<file path="src/rtl/bus_pkg.sv">
// Shared bus definitions: arbiter state encoding, bus widths and slave decode base.
package bus_pkg;

    localparam int BUS_AW  = 16;
    localparam int BUS_MDW = 32;

    localparam logic [7:0] BUS_SLV_BASE = 8'h01;

    typedef enum logic [1:0] {
        ARB_IDLE = 2'd0,
        ARB_OWN0 = 2'd1,
        ARB_OWN1 = 2'd2
    } arb_state_t;

endpackage : bus_pkg

</file>
<file path="src/rtl/arb_mux2.sv">
// Owner mux: passes the granted master's wr/addr/dout to the bus, zeros when nobody owns it.
module arb_mux2
    import bus_pkg::*;
(
    input  logic               i_sel0,
    input  logic               i_sel1,
    input  logic               i_wr0,
    input  logic               i_wr1,
    input  logic [BUS_AW-1:0]  i_addr0,
    input  logic [BUS_AW-1:0]  i_addr1,
    input  logic [BUS_MDW-1:0] i_dout0,
    input  logic [BUS_MDW-1:0] i_dout1,
    output logic               o_wr,
    output logic [BUS_AW-1:0]  o_addr,
    output logic [BUS_MDW-1:0] o_dout
);

    always_comb begin
        // NOTE: every output gets a default before the branches so no latch is inferred.
        o_wr   = 1'b0;
        o_addr = '0;
        o_dout = '0;
        if (i_sel0) begin
            o_wr   = i_wr0;
            o_addr = i_addr0;
            o_dout = i_dout0;
        end else if (i_sel1) begin
            o_wr   = i_wr1;
            o_addr = i_addr1;
            o_dout = i_dout1;
        end
    end

endmodule : arb_mux2

</file>
<file path="src/rtl/bus_arbiter2.sv">
// Two-master round-robin arbiter with a hold limit, driving the single-master bus from the owner.
module bus_arbiter2
    import bus_pkg::*;
#(
    parameter int MAX_HOLD = 16
) (
    input  logic               clk,
    input  logic               reset_n,
    input  logic               m0_req,
    input  logic               m1_req,
    input  logic               m0_wr,
    input  logic               m1_wr,
    input  logic [BUS_AW-1:0]  m0_addr,
    input  logic [BUS_AW-1:0]  m1_addr,
    input  logic [BUS_MDW-1:0] m0_dout,
    input  logic [BUS_MDW-1:0] m1_dout,
    output logic               m0_grant,
    output logic               m1_grant,
    output logic               b_req,
    output logic               b_wr,
    output logic [BUS_AW-1:0]  b_addr,
    output logic [BUS_MDW-1:0] b_dout,
    output logic [7:0]         hold_cnt
);

    localparam logic [7:0] HOLD_LAST = 8'(MAX_HOLD - 1);

    arb_state_t r_state;
    arb_state_t w_next;
    logic       r_last;
    logic [7:0] r_hold_cnt;
    logic       w_at_limit;

    // A waiter that arrives after the limit was passed still preempts on the next edge.
    assign w_at_limit = (r_hold_cnt >= HOLD_LAST);

    always_comb begin
        w_next = r_state;
        case (r_state)
            ARB_IDLE: begin
                if (m0_req && m1_req) begin
                    w_next = r_last ? ARB_OWN0 : ARB_OWN1;
                end else if (m0_req) begin
                    w_next = ARB_OWN0;
                end else if (m1_req) begin
                    w_next = ARB_OWN1;
                end
            end
            ARB_OWN0: begin
                if (!m0_req) begin
                    w_next = m1_req ? ARB_OWN1 : ARB_IDLE;
                end else if (m1_req && w_at_limit) begin
                    w_next = ARB_OWN1;
                end
            end
            ARB_OWN1: begin
                if (!m1_req) begin
                    w_next = m0_req ? ARB_OWN0 : ARB_IDLE;
                end else if (m0_req && w_at_limit) begin
                    w_next = ARB_OWN0;
                end
            end
            default: w_next = ARB_IDLE;
        endcase
    end

    always_ff @(posedge clk) begin
        // NOTE: state uses non-blocking assignments so every flop samples pre-edge values.
        if (!reset_n) begin
            r_state    <= ARB_IDLE;
            r_last     <= 1'b1;
            r_hold_cnt <= 8'd0;
        end else begin
            r_state <= w_next;
            if (w_next == ARB_OWN0) begin
                r_last <= 1'b0;
            end else if (w_next == ARB_OWN1) begin
                r_last <= 1'b1;
            end
            if ((w_next != r_state) || (r_state == ARB_IDLE)) begin
                r_hold_cnt <= 8'd0;
            end else if (r_hold_cnt != 8'hFF) begin
                r_hold_cnt <= r_hold_cnt + 8'd1;
            end
        end
    end

    assign m0_grant = (r_state == ARB_OWN0);
    assign m1_grant = (r_state == ARB_OWN1);
    assign b_req    = m0_grant | m1_grant;
    assign hold_cnt = r_hold_cnt;

    arb_mux2 u_mux (
        .i_sel0  (m0_grant),
        .i_sel1  (m1_grant),
        .i_wr0   (m0_wr),
        .i_wr1   (m1_wr),
        .i_addr0 (m0_addr),
        .i_addr1 (m1_addr),
        .i_dout0 (m0_dout),
        .i_dout1 (m1_dout),
        .o_wr    (b_wr),
        .o_addr  (b_addr),
        .o_dout  (b_dout)
    );

endmodule : bus_arbiter2
</file>
<file path="config.mk">
export PLATFORM = sky130hd
export DESIGN_NAME = bus_arbiter2
export DESIGN_NICKNAME = d
export VERILOG_FILES = /design/src/rtl/bus_pkg.sv /design/src/rtl/arb_mux2.sv /design/src/rtl/bus_arbiter2.sv
export SDC_FILE = /design/constraint.sdc
export NUM_CORES = 1
export LEC_CHECK = 0
export ABC_AREA = 1
export CORE_AREA = 8 8 74 92
export CTS_CLUSTER_SIZE = 20
export DETAILED_ROUTE_END_ITERATION = 7
export DIE_AREA = 0 0 82 100
export PLACE_DENSITY = 0.8
export SETUP_SLACK_MARGIN = 0.05
export SLEW_MARGIN = 30
export SYNTH_ARGS = -nofsm -noshare
export SYNTH_HDL_FRONTEND = slang
export SYNTH_SLANG_ARGS = --single-unit
</file>
<file path="constraint.sdc">
create_clock -name clk -period 2.3 [get_ports clk]
set_input_delay 0.46 -clock clk [delete_from_list [all_inputs] [get_ports clk]]
set_output_delay 0.46 -clock clk [all_outputs]
set_load 0.02 [all_outputs]
</file>
==> summary.md <==
| Metric | Value |
|---|---|
| Final-stage net count | between 500 and 600 |
| Synthesis Warnings | 0 |
| Slew HR | around 80% |
| Share of the synthesized area in the top cell type | about 29% |
| Flop pwr share | a little over an eighth |
| Leakage | around 0.0016 µW |
| Crit path DAT | 1.68 ns |
| Layout cells sized above 1 | about a tenth |
| Sink Count | 11 |
| Switching share of power | approximately half |
| Die area | between 8000 and 9000 µm² |
| Overall routed net length | 7780 µm |
| Worst-case clock buffer depth | 2 |
| Crit Path Category | reg -> out |
| Number of global-route vias before repair | about 2200 |
| DRT antenna net count | 0 |
| First-pass GRT wire length | between 10000 and 15000 µm |
| Syn_nets | 377 |
| Switch Pwr | 858 µW |
| Clock-pin slew on the worst setup and hold paths | 0.05 ns |
| Sequential share of the synthesized area | 14.7% |
| Initial core utilization | 28.1% |
| Clk_lat worst skew | between 0.2 and 0.25 ns |
| R2r setup slk | around 0.31 ns |
| Outcome | finished, final reports clean |
| Fin. Hold Viols | 0 |
| Worst-path maximum fanout | 31 |
| Hold_sp | r_last$_SDFFE_PN1P_ |
| #FFs+latches synth | 11 |
| Commonest non-fill, non-tap cell in the layout | nand2_1 |
| Hold crit path type | reg -> reg |
| Area Overhead vs Synth | 116% |
| Pwr/cell area | about 540 nW/µm² |
| Die Span X | ~82 µm |
| Hold-fix buffers, CTS | 0 |
| Power share of the clock group | between 10 and 15% |
| Post-CTS setup buffer count | 0 |
| I/O pin count | ~160 |
| DR vias | ~2300 |
| Worst Hold Path Cells | 2 |
| Port bufs | about 160 |
| Setup_tns | 0 ns |
| Overall global routing resource usage | about 18% |
| Unrepaired setup endpoints after global routing | true |
| Drt first pass iters | 4 |
| Final slew viol count | 0 |
| Synthesized area per cell | roughly 5.6 µm² |
| Hpwl dp | 6670 µm |
| Post-Synthesis Cells | 269 |
| R2R depth | 12 |
| Most frequent cells in the layout | nand2_1, clkdlybuf4s50_1, nand3_1 |
| Finished Cell Area | ~3200 µm² |
| Synthesized area | approximately 1500 µm² |
| Maximum clock frequency | approximately 470 MHz |
| DRC errors left | 0 |
| Max Clock Skew | roughly 0.0023 ns |
| Synth area leader | nand2_1 |
| 1st-iter DRT viols | ~100 |
| DIE HEIGHT | 100 µm |
| Final min period | about 2.1 ns |
| WP data required | about 1.8 ns |
| Largest net degree at the start of global routing | 32 |
| Vias per cell | between 4 and 5 |
| Initial antenna violation count | 0 |
| RD Place Congestion | about 0.86 |
| Core area | ~5300 µm² |
| Root buf cell | clkbuf_8 |
| Startpoint Class | flip-flop |
| Final setup viols | 0 |
| Worst-path cell chain | inv_1 -> ha_2 -> inv_2 -> buf_12 -> nand3_1 -> nand2_1 -> dlygate4sd2_1 |
| Worst-margin pin slew | between 0.3 and 0.4 ns |
| Top cells by area, synth | nand2_1, nand3_1, dfxtp_1, nor3_2, ha_1 |
| Drt wl/cell | ~16 µm |
| Clock buffer count from CTS | 3 |
| Worst IR Drop VDD | 460 µV |
| Fin Hold WS | 0.504 ns |
| Max incr delay on CP | around 0.35 ns |
| Critical register-to-register path startpoint | r_state[1]$_SDFF_PN0_ |
| # Max-Cap Violations | 0 |
| TritonCTS clock tree | built |
| Htree depth | 1 |
| CP endpoint kind | output port |
| Total grt overflow | 0 |
| Count of different cell masters after synthesis | 26 |
| CP max stage cell | dfxtp_1 |
| ANT cells | 0 |
| Worst reg2reg path endpoint | r_last$_SDFFE_PN1P_ |
| Rows | 30 |
| Post-place instance area | between 3000 and 4000 µm² |
| Logic pwr share | 75.8% |
| Worst hold endpoint | r_last$_SDFFE_PN1P_ |
| Final worst-path cycle share | roughly 93% |
| Pint | a little over 900 µW |
-- through the flow --
| step | util (%) | worst slack (ns) | total power (µW) | instances |
|---|---|---|---|---|
| 2_1_floorplan | - | 0.0626 | 983 | 269 |
| 3_3_place_gp | 60.8 | 0.0503 | 1700 | 486 |
| 3_5_place_dp | 60.8 | 0.0555 | 1720 | 486 |
| 4_1_cts | 60.5 | 0.0801 | 1790 | 490 |
| 5_1_grt | 60.8 | 0.0438 | 1900 | 490 |
| 6_report | 60.8 | 0.159 | 1760 | 490 |
-- kinds of logic (layout without fill, tap and decap cells) --
| group | count (synthesis) | count (layout) | synth area share (%) |
|---|---|---|---|
| xor gates and xnor gates | 5 | 5 | 2.92 |
| DFF | 11 | 11 | 14.7 |
| adders and majority gates | 6 | 6 | 5.01 |
| and+or+nand+nor | 210 | 210 | 66.8 |
| buffers and inverters | 31 | 188 | 8.18 |
| AOI/OAI and AO/OA | 6 | 6 | 2.42 |
-- flip-flops by register name, summed over array words and instances (netlist names) --
register	count
hold_cnt	8
r_state	2
r_last	1
-- worst max-delay path, delay by kind of cell (launching register included) --
family        cells  cell delay [ns]
buf+inv           4             0.72
simple gates      2             0.16
flops             1             0.35
fa+ha+maj         1             0.21
-- cell usage after synthesis --
| cell type | count |
|---|---|
| inv_1 | 11 |
| nand3_2 | 3 |
| o21ai_0 | 2 |
| nor3_2 | 9 |
| nor2_1 | 15 |
| dfxtp_1 | 11 |
| nor2_2 | 2 |
| inv_2 | 3 |
| xnor2_1 | 2 |
| a21oi_1 | 2 |
| nand3_4 | 1 |
| a21boi_1 | 1 |
| nand2_2 | 6 |
| nand3_1 | 54 |
| clkbuf_1 | 8 |
| buf_1 | 4 |
| nand2_4 | 2 |
| nand2_1 | 114 |
| nand4_2 | 1 |
| xor2_1 | 3 |
| ha_1 | 6 |
| a21oi_2 | 1 |
| nor3b_1 | 1 |
| nor3_1 | 1 |
| nor2_4 | 1 |
| buf_2 | 5 |
-- repair_timing --
| action | 4_1_cts | 5_1_grt |
|---|---|---|
| gates resized for setup | 51 | 8 |
| setup endpoints to repair | 51 | 8 |
| pin swaps | 0 | 0 |
-- worst max path at each step --
stage,startpoint,end,cells past startpoint
floorplan,r_state[1]$_SDFF_PN0_,b_dout[21],8
global placement,m1_dout[9],b_dout[9],4
detailed placement,m1_dout[9],b_dout[9],4
CTS,r_state[0]$_SDFF_PN0_,b_req,4
global route,r_state[1]$_SDFF_PN0_,b_dout[9],7
finish,r_state[1]$_SDFF_PN0_,b_dout[5],7
-- layout make-up --
class                      instances  area [µm²]
fill                             498        2090
timing repair buffer             170        1680
multi-input combinational        227        1160
sequential                        11         221
tap                               64        80.1
inverter                          14        52.6
clock buffer                       4        45.0
-- metal layers --
layer / routed length, µm / part of all wire, % / vias up / GRT usage [%]
li1: - / - / 1173 / -
met1: 2920 / 37 / 1006 / 19.1
met2: 3760 / 48 / 106 / 31.5
met3: 1020 / 13 / 6 / 6.62
met4: 91 / 1.2 / 0 / 3.79
met5: 0 / 0 / - / 0
-- power groups by stage --
stage,clock [µW],combinational (µW),sequential [µW]
after CTS,199,1360,232
after global placement,0,1470,234
after detailed placement,0,1480,235
final,194,1340,232
after floorplan,0,746,237
after global routing,209,1460,236
(Power assumes the default switching activity.)
